`src/rtl/mem_lsu.sv`:
```
// rtl/mem_lsu.sv - pipeline memory-access stage: alignment check, bus handshake, load extraction
module mem_lsu #(
    parameter int XLEN = 64
) (
    input  logic            clk,
    input  logic            rst,
    input  logic            mem_valid_i,
    input  logic            mem_load_i,
    input  logic            mem_store_i,
    input  logic [2:0]      mem_funct3_i,
    input  logic [XLEN-1:0] mem_addr_i,
    input  logic [XLEN-1:0] mem_wdata_i,
    input  logic            flush_i,
    output logic            bus_req_valid_o,
    input  logic            bus_req_ready_i,
    output logic            bus_req_we_o,
    output logic [XLEN-1:0] bus_req_addr_o,
    output logic [XLEN-1:0] bus_req_wdata_o,
    output logic [7:0]      bus_req_wstrb_o,
    input  logic            bus_rsp_valid_i,
    input  logic [XLEN-1:0] bus_rsp_rdata_i,
    input  logic            bus_rsp_err_i,
    output logic            mem_stall_o,
    output logic            mem_done_o,
    output logic [XLEN-1:0] mem_rdata_o,
    output logic            ld_misalign_o,
    output logic            ld_bus_err_o,
    output logic            st_misalign_o,
    output logic            st_bus_err_o
);

    typedef enum logic [1:0] {S_IDLE, S_REQ, S_WAIT, S_DRAIN} state_t;

    state_t          state, state_nxt;
    logic            cap_load;
    logic [2:0]      cap_funct3;
    logic [XLEN-1:0] cap_addr;
    logic [XLEN-1:0] cap_wdata;

    logic            is_load, is_store, act;

    function automatic logic misaligned(input logic [2:0] f3, input logic [2:0] a);
        case (f3[1:0])
            2'b00:   misaligned = 1'b0;
            2'b01:   misaligned = a[0];
            2'b10:   misaligned = |a[1:0];
            default: misaligned = |a[2:0];
        endcase
    endfunction

    function automatic logic [7:0] strobe(input logic [2:0] f3, input logic [2:0] lane);
        logic [7:0] m;
        case (f3[1:0])
            2'b00:   m = 8'h01;
            2'b01:   m = 8'h03;
            2'b10:   m = 8'h0F;
            default: m = 8'hFF;
        endcase
        strobe = m << lane;
    endfunction

    function automatic logic [XLEN-1:0] extract(input logic [2:0] f3, input logic [2:0] lane,
                                                input logic [XLEN-1:0] d);
        logic [XLEN-1:0] sh;
        sh = d >> {lane, 3'b000};
        case (f3)
            3'b000:  extract = {{(XLEN-8){sh[7]}}, sh[7:0]};
            3'b001:  extract = {{(XLEN-16){sh[15]}}, sh[15:0]};
            3'b010:  extract = {{(XLEN-32){sh[31]}}, sh[31:0]};
            3'b100:  extract = {{(XLEN-8){1'b0}}, sh[7:0]};
            3'b101:  extract = {{(XLEN-16){1'b0}}, sh[15:0]};
            3'b110:  extract = {{(XLEN-32){1'b0}}, sh[31:0]};
            default: extract = sh;
        endcase
    endfunction

    // load takes priority if both decode bits are set
    assign is_load  = mem_load_i;
    assign is_store = mem_store_i & ~mem_load_i;
    assign act      = mem_valid_i & ~flush_i;

    always_ff @(posedge clk) begin
        if (rst) begin
            state      <= S_IDLE;
            cap_load   <= 1'b0;
            cap_funct3 <= 3'b000;
            cap_addr   <= '0;
            cap_wdata  <= '0;
        end else begin
            state <= state_nxt;
            if (state == S_IDLE && bus_req_valid_o) begin
                cap_load   <= is_load;
                cap_funct3 <= mem_funct3_i;
                cap_addr   <= mem_addr_i;
                cap_wdata  <= mem_wdata_i;
            end
        end
    end

    always_comb begin
        logic            req_we;
        logic [2:0]      req_f3;
        logic [XLEN-1:0] req_addr;
        logic [XLEN-1:0] req_wdata;

        state_nxt       = state;
        bus_req_valid_o = 1'b0;
        mem_stall_o     = 1'b0;
        mem_done_o      = 1'b0;
        mem_rdata_o     = '0;
        ld_misalign_o   = 1'b0;
        st_misalign_o   = 1'b0;
        ld_bus_err_o    = 1'b0;
        st_bus_err_o    = 1'b0;

        // in IDLE the request comes straight from EX/MEM, afterwards from the captured copy
        if (state == S_IDLE) begin
            req_we    = is_store;
            req_f3    = mem_funct3_i;
            req_addr  = mem_addr_i;
            req_wdata = mem_wdata_i;
        end else begin
            req_we    = ~cap_load;
            req_f3    = cap_funct3;
            req_addr  = cap_addr;
            req_wdata = cap_wdata;
        end

        case (state)
            S_IDLE: begin
                if (mem_valid_i && (is_load || is_store)) begin
                    if (misaligned(mem_funct3_i, mem_addr_i[2:0])) begin
                        mem_done_o    = act;
                        ld_misalign_o = act & is_load;
                        st_misalign_o = act & is_store;
                    end else if (!flush_i) begin
                        bus_req_valid_o = 1'b1;
                        mem_stall_o     = 1'b1;
                        state_nxt       = bus_req_ready_i ? S_WAIT : S_REQ;
                    end
                end else begin
                    mem_done_o = act;
                end
            end
            S_REQ: begin
                if (flush_i) begin
                    state_nxt = S_IDLE;
                end else begin
                    bus_req_valid_o = 1'b1;
                    mem_stall_o     = 1'b1;
                    if (bus_req_ready_i) state_nxt = S_WAIT;
                end
            end
            S_WAIT: begin
                if (flush_i) begin
                    mem_stall_o = ~bus_rsp_valid_i;
                    state_nxt   = bus_rsp_valid_i ? S_IDLE : S_DRAIN;
                end else if (bus_rsp_valid_i) begin
                    mem_done_o   = mem_valid_i;
                    ld_bus_err_o = mem_valid_i & bus_rsp_err_i & cap_load;
                    st_bus_err_o = mem_valid_i & bus_rsp_err_i & ~cap_load;
                    if (cap_load && !bus_rsp_err_i)
                        mem_rdata_o = extract(cap_funct3, cap_addr[2:0], bus_rsp_rdata_i);
                    state_nxt = S_IDLE;
                end else begin
                    mem_stall_o = 1'b1;
                end
            end
            default: begin
                mem_stall_o = 1'b1;
                if (bus_rsp_valid_i) state_nxt = S_IDLE;
            end
        endcase

        if (rst) begin
            state_nxt       = S_IDLE;
            bus_req_valid_o = 1'b0;
            mem_stall_o     = 1'b0;
            mem_done_o      = 1'b0;
            mem_rdata_o     = '0;
            ld_misalign_o   = 1'b0;
            st_misalign_o   = 1'b0;
            ld_bus_err_o    = 1'b0;
            st_bus_err_o    = 1'b0;
        end

        bus_req_addr_o  = {req_addr[XLEN-1:3], 3'b000};
        bus_req_wdata_o = req_wdata << {req_addr[2:0], 3'b000};
        bus_req_we_o    = bus_req_valid_o & req_we;
        bus_req_wstrb_o = bus_req_valid_o ? strobe(req_f3, req_addr[2:0]) : 8'h00;
    end

endmodule

```
`config.mk`:
```
export PLATFORM = sky130hd
export DESIGN_NAME = mem_lsu
export DESIGN_NICKNAME = d
export VERILOG_FILES = /design/src/rtl/mem_lsu.sv
export SDC_FILE = /design/constraint.sdc
export NUM_CORES = 1
export LEC_CHECK = 0
export CAP_MARGIN = 20
export CELL_PAD_IN_SITES_DETAIL_PLACEMENT = 1
export CELL_PAD_IN_SITES_GLOBAL_PLACEMENT = 1
export CORE_ASPECT_RATIO = 1.5
export CORE_MARGIN = 3
export CORE_UTILIZATION = 41
export DETAILED_ROUTE_END_ITERATION = 6
export DONT_BUFFER_PORTS = 1
export PLACE_DENSITY_LB_ADDON = 0.05
export SKIP_LAST_GASP = 1
export SLEW_MARGIN = 20
export SYNTH_ARGS = -nofsm -noshare
export SYNTH_HDL_FRONTEND = slang
export SYNTH_SLANG_ARGS = --single-unit
```
`constraint.sdc`:
```
create_clock -name clk -period 3 [get_ports clk]
set_input_delay 0.6 -clock clk [delete_from_list [all_inputs] [get_ports clk]]
set_output_delay 0.6 -clock clk [all_outputs]
set_load 0.02 [all_outputs]
```
Yosys cells after proc, flatten, opt, wreduce, memory -nomap -nowiden
Index checks and enable logic that the tools add are counted.
{ "classes": {"n_addsub": 0, "multipliers": 0, "n_div": 0, "magnitude_cmp": 0, "n_eq_ne": 15, "n_shift": 3, "muxes": 56, "bitwise_logic": 12, "n_reduce_logical": 12} }
{ "op_table": {"columns": ["cell", "count"], "rows": [
  ["64-bit two-way mux", 7],
  ["64-bit case mux with 6 select lines", 1],
  ["64-bit by 6-bit left shift with 64-bit output", 1],
  ["64-bit by 6-bit >> shifter with 64-bit output", 1],
  ["1-bit two-way mux", 31],
  ["8-bit case mux with 3 select lines", 1],
  ["2-bit two-way mux", 10],
  ["3-bit == test (second input constant)", 3],
  ["1-bit bitwise AND", 8],
  ["8-bit two-way mux", 1],
  ["8-bit by 3-bit left shift with 8-bit output", 1],
  ["2-bit by 1-bit == test with 1-bit output (second input constant)", 3],
  ["2-bit == test (second input constant)", 3],
  ["2-bit logical NOT", 3],
  ["1-bit case mux with 3 select lines", 2],
  ["2-bit case mux with 3 select lines", 1],
  ["2-bit != test (second input constant)", 2],
  ["1-bit NOT", 4],
  ["1-bit case mux with 2 select lines", 2],
  ["4-bit AND reduction", 1],
  ["3-bit by 1-bit == test with 1-bit output (second input constant)", 1],
  ["3-bit by 2-bit == test with 1-bit output (second input constant)", 1],
  ["1-bit logical AND", 3],
  ["3-bit logical NOT", 1],
  ["other kinds (6)", 6]
]} }
{ "totals": {"register_bits": 134, "latchBits": 0, "ramBits": 0, "mem_bits_ro": 0, "inputBits": 204, "out_inout_bits": 208, "wordCells": 103, "n_memories": 0} }

Depth between registers and ports, before layout
Gate-level depths: netlist (run 1).
{ "logic_depth": {"depth_word": 11, "ltp_mapped": 9} }

Least setup slack after synthesis (run 1)
Ideal clock, no wire load.
{ "synth_path": {"path_kind": "input to output", "startpoint": "input port mem_addr_i[0]", "endpoint": "output port bus_req_wstrb_o[1]", "arrival_time_ps": 2517, "required_ps": 2400, "slack_ps": -117, "stages": 7, "path_buffers": 2, "path_cell_list": "buf_2 o21a_1 a211o_1 and2_1 or4_1 buf_2 a311oi_1"} }
{ "synth_via": {"elab_chain_len": 9} }
{ "synth_lines": {"columns": ["element", "line_no", "text"], "rows": [
  ["start, declared", "11", "input logic [XLEN-1:0] mem_addr_i,"],
  ["3-bit OR reduction or 2-bit OR reduction (tied branches)", "47, 46", null],
  ["1-bit case mux with 3 select lines", "43", "case (f3[1:0])"],
  ["1-bit two-way mux", "131", "if (mem_valid_i && (is_load || is_store)) begin"],
  ["1-bit two-way mux", "129", "case (state)"],
  ["1-bit two-way mux", "132", "if (misaligned(mem_funct3_i, mem_addr_i[2:0])) begin"],
  ["1-bit two-way mux", "131", null],
  ["1-bit case mux with 2 select lines", "129", null],
  ["1-bit two-way mux", "175", "if (rst) begin"],
  ["8-bit two-way mux (*)", "190", "bus_req_wstrb_o = bus_req_valid_o ? strobe(req_f3, req_addr[2:0]) : 8'h00;"],
  ["end, declared", "19", "output logic [7:0] bus_req_wstrb_o,"]
]} }
Every way passes the cells marked *; elsewhere a longest branch is shown, timed or not. The select of a mux whose other input is x is not followed.

Worst setup path after layout (run 1)
{ "layout_path": {"startpoint": "register cap_addr[1]", "endpoint": "output port mem_rdata_o[35]"} }
{ "layout_via": {"elab_chain_len": 7} }
{ "layout_lines": {"columns": ["element", "line_no", "text"], "rows": [
  ["start, declared", "37", "logic [XLEN-1:0] cap_addr;"],
  ["start signal, assigned", "94", "cap_addr <= mem_addr_i;"],
  ["64-bit by 6-bit >> shifter with 64-bit output", "65", "sh = d >> {lane, 3'b000};"],
  ["64-bit case mux with 6 select lines", "66", "case (f3)"],
  ["64-bit two-way mux", "162", "if (cap_load && !bus_rsp_err_i)"],
  ["64-bit two-way mux", "158", "end else if (bus_rsp_valid_i) begin"],
  ["64-bit two-way mux", "155", "if (flush_i) begin"],
  ["64-bit two-way mux", "129", null],
  ["64-bit two-way mux", "175", null],
  ["end, declared", "25", "output logic [XLEN-1:0] mem_rdata_o,"]
]} }
Every way passes these cells.

==> impl_summary.log, run 1 <==
[metrics] status: finished, violations left
[metrics] failing checks: setup timing
[metrics] Worst Slack Setup Final: -0.183 ns
[metrics] total power: ~6.1 mW
[metrics] largest fanout of any net on the critical path: 7
[metrics] top cell type's share of synthesized area: between 20% and 30%
[metrics] first-pass GRT wire length: about 71 mm
[metrics] top area cells in the synthesized netlist: dfxtp_1, mux2i_1, nand2_1, mux4_2, mux2_2
[metrics] Arrival @ worst endpoint: around 2.6 ns
[metrics] Reg2Reg Setup Slack: roughly 0.53 ns
[metrics] pin count of the biggest net entering global routing: about 140
[metrics] number of maximum-capacitance constraint violations: 0
[metrics] Cell variety after synth: 56
[metrics] Max Clk Rate: approximately 310 MHz
[metrics] buffer type at the clock tree root: clkbuf_16
[metrics] number of port buffers: 0
[metrics] post-route design area: between 0.015 and 0.02 mm2
[metrics] overall routed net length: roughly 52 mm
[metrics] Power Density: 390 mW/mm2
[metrics] HP Class: in -> reg
[metrics] final worst path period need: between 3 and 4 ns
[metrics] Final setup viols: 100
[metrics] Final Hold Vio Count: 0
[metrics] vertical extent of the die: around 210 um
[metrics] area of the die: about 0.03 mm2
[metrics] hold slack final: 0.252 ns
[metrics] clock latency on the worst-skew pair: 0.43 ns
[metrics] cell area after synthesis: between 0.01 and 0.015 mm2
[metrics] via count of the first global-routing pass: around 12000
[metrics] sum of net half-perimeters after detailed placement: between 30 and 40 mm
[metrics] #FFs+latches synth: 134
[metrics] non-filler instance count after layout: just over 2000
[metrics] Setup crit end kind: primary output
[metrics] final worst path period share: 106%
[metrics] Worst Max-Slew Pin Slew: approximately 0.7 ns
[metrics] Iteration-0 DRC Markers: about 780
[metrics] initial cell density of the core: 41.7%
[metrics] number of CTS-inserted buffers: 17
[metrics] register area share after synthesis: between 20% and 30%
[metrics] post-synthesis cell type with the largest combined area: dfxtp_1
[metrics] final total negative setup slack: -9.23 ns
[metrics] worst endpoint required time: between 2 and 2.5 ns
[metrics] Clock transition at path regs: 0.06 ns
[metrics] net total in the final layout: 1880
[metrics] CTS tree: done
[metrics] Mapped Avg Cell Area: around 7.5 um2
[metrics] type of origin of the critical path: flop
[metrics] residual DRC count: 0
[metrics] final standard cell utilization of the core: a little under three fifths
[metrics] gate count after technology mapping: around 1500
[metrics] count of flip-flops with a built-in enable after synthesis: 0
[metrics] Antenna Nets Post-Route: 0
[metrics] total number of clock tree sinks: about 130
[metrics] cell area after placement: roughly 0.013 mm2
[metrics] number of vias per cell after detailed routing: between 6 and 7
[metrics] proportion of layout cells with a drive suffix above 1: about a third
[metrics] share of async-settable or async-resettable flops after synthesis: 0%
[metrics] overall via count from detail_route: around 12000
[metrics] setup repair after global routing missed its margin: true
[metrics] Boundary Pins: slightly above 400
[metrics] fill cell total of the finished layout: around 3200
[metrics] buffer levels on the longest clock path: 2
[metrics] critical path class: reg -> out
[metrics] most used flip-flop cell after synthesis: dfxtp_1
[metrics] clock skew: slightly below 0.01 ns
[metrics] Register-to-Register Path Depth: 9
[metrics] leakage power: roughly 6.3 nW
[metrics] maximum ir drop on the vdd rail: 0.452 mV
[metrics] routed length per instance: about 25 um
[metrics] worst hold path depth: 1
[metrics] worst slack after detailed placement: -0.0643 ns
[metrics] max-slew violations: 0
[metrics] cell count after placement: 1920
[metrics] final weighted congestion of routability-driven global placement: approximately 0.9
[metrics] Synth-to-Final Area Change: 37.2%
[metrics] Yosys warning total: 0
[metrics] Placement Rows: 74
[metrics] core box area: between 0.02 and 0.03 mm2
[metrics] aggregate global-route resource usage: between 20 and 30%
[metrics] DRT Pass-1 Iters: 5
[metrics] CTS H-Tree Depth: 4
[metrics] die outline width: about 140 um
[metrics] Slew HR: around 53%
[metrics] number of antenna violations at the first check in global routing: 0
[metrics] overflow left after global routing: 0
-- cell usage in the layout (no fill, tap or decap), types with 5 or more instances in the layout --
cell type,netlist,layout
a21boi_0,8,7
a21oi_1,67,47
a21oi_2,0,12
a21oi_4,0,8
a31oi_1,11,10
and3_4,0,6
buf_12,0,24
buf_16,0,9
buf_4,6,201
buf_6,5,25
clkbuf_16,0,24
dfxtp_1,134,129
inv_1,11,11
mux2_2,42,35
mux2_4,0,11
mux2i_1,178,123
mux2i_2,1,27
mux2i_4,0,29
mux4_2,36,36
nand2_1,454,451
nand2b_1,63,63
nand3_1,10,8
nand3b_1,60,60
nor2_1,58,51
nor2_2,1,5
nor2b_1,11,5
nor2b_2,0,6
nor3_1,22,12
nor3_2,17,8
nor3_4,0,19
o21a_1,14,14
o21ai_0,84,76
o21ai_2,0,6
o22ai_1,20,19
o2bb2ai_1,15,10
o2bb2ai_2,0,5
or3_1,11,11
-- synth_stat cells, types with 2 or more instances --
| library cell | instances |
|---|---|
| o22ai_1 | 20 |
| and2_1 | 3 |
| or3_1 | 11 |
| a211oi_1 | 4 |
| nor4_1 | 2 |
| nor3b_1 | 2 |
| inv_1 | 11 |
| mux2_2 | 42 |
| mux2_1 | 2 |
| nor2_1 | 58 |
| mux4_2 | 36 |
| a21oi_1 | 67 |
| nor2b_1 | 11 |
| or2_2 | 3 |
| o2bb2ai_1 | 15 |
| nand3_1 | 10 |
| or4_1 | 3 |
| clkbuf_1 | 69 |
| buf_4 | 6 |
| o21a_1 | 14 |
| buf_6 | 5 |
| dfxtp_1 | 134 |
| o21ai_0 | 84 |
| nor3_2 | 17 |
| a31oi_1 | 11 |
| nor3_1 | 22 |
| buf_2 | 51 |
| a2111oi_2 | 2 |
| buf_1 | 12 |
| o21ai_1 | 2 |
| a311oi_1 | 2 |
| a21boi_0 | 8 |
| a2bb2oi_1 | 4 |
| nand2b_1 | 63 |
| nand3b_1 | 60 |
| nand2_1 | 454 |
| mux2i_1 | 178 |
| a21o_1 | 2 |
| and3_1 | 6 |
-- metal layers --
metal | part of all wire (%) | vias up | wire [um] | global-route usage (%)
met2 | 49 | 596 | 25100 | 50.4
met3 | 9.0 | 176 | 4630 | 9.10
met4 | 5.8 | 0 | 3000 | 13.6
li1 | - | 5578 | - | -
met1 | 37 | 6023 | 19000 | 34.4
met5 | 0 | - | 0 | 0
-- registers in the layout (all words and copies together), names as in the netlist --
signal	flops
cap_wdata	64
state	2
cap_load	1
cap_addr	64
cap_funct3	3
-- path summary, 6_finish.rpt --
path | to | from
worst max register to register | cap_wdata[21] | state[0]
worst max-delay path | mem_rdata_o[35] | cap_addr[1]
worst min register to register | cap_wdata[57] | cap_wdata[57]
worst min-delay path | cap_wdata[62] | rst
-- power breakdown --
part | leakage [nW] | internal, mW | switching (mW)
Clock | 0.291 | 1.25 | 0.885
Combinational | 4.95 | 0.929 | 1.16
Sequential | 1.09 | 1.83 | 0.0425
-- cell type report --
type / instances / area, um2 / area share, %
Antenna cell: 1 / 2.50 / 0.0160
Clock buffer: 18 / 439 / 2.81
Clock inverter: 14 / 149 / 0.952
Inverter: 11 / 41.3 / 0.264
Multi-Input combinational cell: 1240 / 9080 / 58.1
Sequential cell: 134 / 2700 / 17.2
Tap cell: 342 / 428 / 2.74
Timing Repair Buffer: 272 / 2790 / 17.9
-- repair_timing --
item	4_1_cts	5_1_grt
setup buffers	24	37
endpoints found under the setup margin	174	153
hold buffers	0	0
cloned	9	9
resized for setup	121	154
pin swaps	34	26
endpoints found under the hold margin	0	0
-- kinds of logic (layout without fill, tap and decap cells) --
group	after synthesis	count (layout)	synth area share, %
flops	134	134	23.5
simple gates	729	730	29.9
other cells	1	4	0.0329
compound gates	246	246	13.2
mux	259	261	27.2
buf+inv	154	315	6.16
-- critical path: stages (launching register included) --
cell       delay [ns]
dfxtp_4          0.43
mux2_2           0.36
mux4_2           0.51
a2bb2oi_4        0.19
o211a_4          0.27
buf_12           0.16
a211oi_2         0.04
buf_4            0.18
Note: power is estimated with default switching activity, not from simulation.
==> inputs of run 2 (changes only) <==
CORE_ASPECT_RATIO = 0.9   (was 1.5)
==> run 2 against run 1 <==
Via count is 4.5% higher. Core utilization is 0.66 points higher. Register-to-register slack worse by 0.18 ns. Sequential share of layout area is 0.12 points lower. Fmax is 9.2% lower. Largest cell class unchanged. Clock-buffer cell count is 1 higher. Combinational power is 10% higher. Wire length is 12% higher. Die area is 0.13% lower. The flow still finishes with violations (setup timing). Critical path depth is 3 higher. Power is 4.5% higher. First-iteration DRC count is 58% higher.
==> impl_summary.log, run 2 (synthesized netlist as in run 1, its figures left out) <==
[metrics] status: finished, violations left
[metrics] failing checks: setup timing
[metrics] max-slew violations: 0
[metrics] Power Density: 406 mW/mm2
[metrics] pin count of the biggest net entering global routing: roughly 140
[metrics] number of vias per cell after detailed routing: roughly 6.4
[metrics] total number of clock tree sinks: 134
[metrics] number of antenna violations at the first check in global routing: 0
[metrics] final total negative setup slack: -21.57 ns
[metrics] post-route design area: approximately 0.016 mm2
[metrics] cell area after placement: 0.0127 mm2
[metrics] residual DRC count: 0
[metrics] final weighted congestion of routability-driven global placement: ~0.94
[metrics] total power: about 6.4 mW
[metrics] commonest non-fill, non-tap cells in the layout: nand2_1, buf_4, dfxtp_1, mux2i_1, o21ai_0
[metrics] non-filler instance count after layout: approximately 2000
[metrics] clock skew: roughly 0.014 ns
[metrics] via count of the first global-routing pass: around 12000
[metrics] initial cell density of the core: 41.9%
[metrics] Antenna Nets Post-Route: 0
[metrics] buffer levels on the longest clock path: 2
[metrics] core box area: about 0.027 mm2
[metrics] worst endpoint required time: between 2 and 2.5 ns
[metrics] Iteration-0 DRC Markers: between 1000 and 1500
[metrics] number of maximum-capacitance constraint violations: 0
[metrics] critical path class: reg -> out
[metrics] overflow left after global routing: 0
[metrics] buffer type at the clock tree root: clkbuf_16
[metrics] HP Class: in -> reg
[metrics] largest fanout of any net on the critical path: 7
[metrics] CTS Hold Buffers Added: 0
[metrics] type of origin of the critical path: flop
[metrics] most common library cell in the layout ignoring fill and taps: nand2_1
[metrics] Max Clk Rate: ~290 MHz
[metrics] final standard cell utilization of the core: between 50 and 60%
[metrics] Antenna diodes: 0
[metrics] Clock transition at path regs: roughly 0.070 ns
[metrics] CTS tree: done
[metrics] hold slack final: 0.252 ns
[metrics] worst slack after detailed placement: ~0.018 ns
[metrics] sum of net half-perimeters after detailed placement: around 33 mm
[metrics] vertical extent of the die: ~160 um
[metrics] Final Hold Vio Count: 0
[metrics] overall via count from detail_route: 12900
[metrics] leakage power: around 6.4 nW
[metrics] Setup crit end kind: primary output
[metrics] number of CTS-inserted buffers: 17
[metrics] final worst path period share: 117%
[metrics] setup repair after global routing missed its margin: true
[metrics] Placement Rows: 57
[metrics] Final setup viols: approximately 120
[metrics] die outline width: ~180 um
[metrics] final worst path period need: roughly 3.5 ns
[metrics] Boundary Pins: 412
[metrics] DRT Pass-1 Iters: 7
[metrics] cell count after placement: ~1900
[metrics] aggregate global-route resource usage: 32.1%
[metrics] Worst Slack Setup Final: -0.506 ns
[metrics] first-pass GRT wire length: approximately 75 mm
[metrics] maximum ir drop on the vdd rail: about 0.41 mV
[metrics] Slew HR: 51.3%
[metrics] number of port buffers: 0
[metrics] area of the die: roughly 0.030 mm2
[metrics] Arrival @ worst endpoint: a little under 3 ns
[metrics] proportion of layout cells with a drive suffix above 1: 31.6%
[metrics] routed length per instance: between 20 and 30 um
[metrics] Worst Max-Slew Pin Slew: around 0.71 ns
[metrics] Synth-to-Final Area Change: 38.1%
[metrics] net total in the final layout: approximately 1900
[metrics] clock latency on the worst-skew pair: ~0.44 ns
[metrics] leading registers by flop count: cap_addr (64), cap_wdata (64), cap_funct3 (3)
[metrics] overall routed net length: 58.0 mm
[metrics] CTS H-Tree Depth: 4
run 2: cell types whose count changed in the layout (fill, tap and decap cells not counted), sizes merged:
cell / change
bufinv: -1
clkbuf: -1
bufbuf: +1
or2: +1
inv: +3
mux2: -1
buf: -10
diode: -1
clkinv: -3
run 2: layout make-up:
type | instances | area [um2]
Clock inverter | 13 | 139
Clock buffer | 19 | 453
Sequential cell | 134 | 2700
Fill cell | 3167 | 11400
Multi-Input combinational cell | 1240 | 9120
Timing Repair Buffer | 261 | 2840
Tap cell | 354 | 443
Inverter | 11 | 41.3
run 2: what timing repair did:
| action | 4_1_cts | 5_1_grt |
|---|---|---|
| hold endpoints to repair | 0 | 0 |
| setup endpoints to repair | 181 | 128 |
| cloned | 16 | 8 |
| gates resized for setup | 123 | 174 |
| setup buffers | 34 | 38 |
| pin swaps | 29 | 29 |
run 2: worst max-delay path: stages, from the launching register on:
cell and delay (ns):
dfxtp_2 0.34, nor2_4 0.17, buf_12 0.15, buf_12 0.11
buf_12 0.14, buf_12 0.15, mux2i_1 0.63, a311oi_2 0.07
a211oi_1 0.40, nor3_1 0.13, buf_4 0.18
run 2: report_power, final:
group          internal, mW  switching (mW)  total (mW)
Sequential             1.83          0.0493        1.88
Clock                  1.21           0.980        2.19
Combinational          1.02            1.28        2.30
Total                  4.07            2.31        6.38
run 2: per-layer routing:
metal	track usage, %	wire (um)	part of all wire [%]	up-vias
li1	-	-	-	5554
met1	42.3	22100	38	6263
met2	47.8	26000	45	882
met3	11.0	6430	11	227
met4	13.8	3460	6.0	0
met5	0	0	0	-
run 2: path summary, 6_finish.rpt:
check	startpoint	to	slack, ns	cells after the start
setup reg to reg	state[0]	cap_wdata[57]	0.35	7
hold / removal	mem_addr_i[35]	cap_addr[35]	0.25	2
hold reg to reg	cap_wdata[63]	cap_wdata[63]	0.46	2
setup / recovery	state[1]	bus_req_wstrb_o[4]	-0.51	10
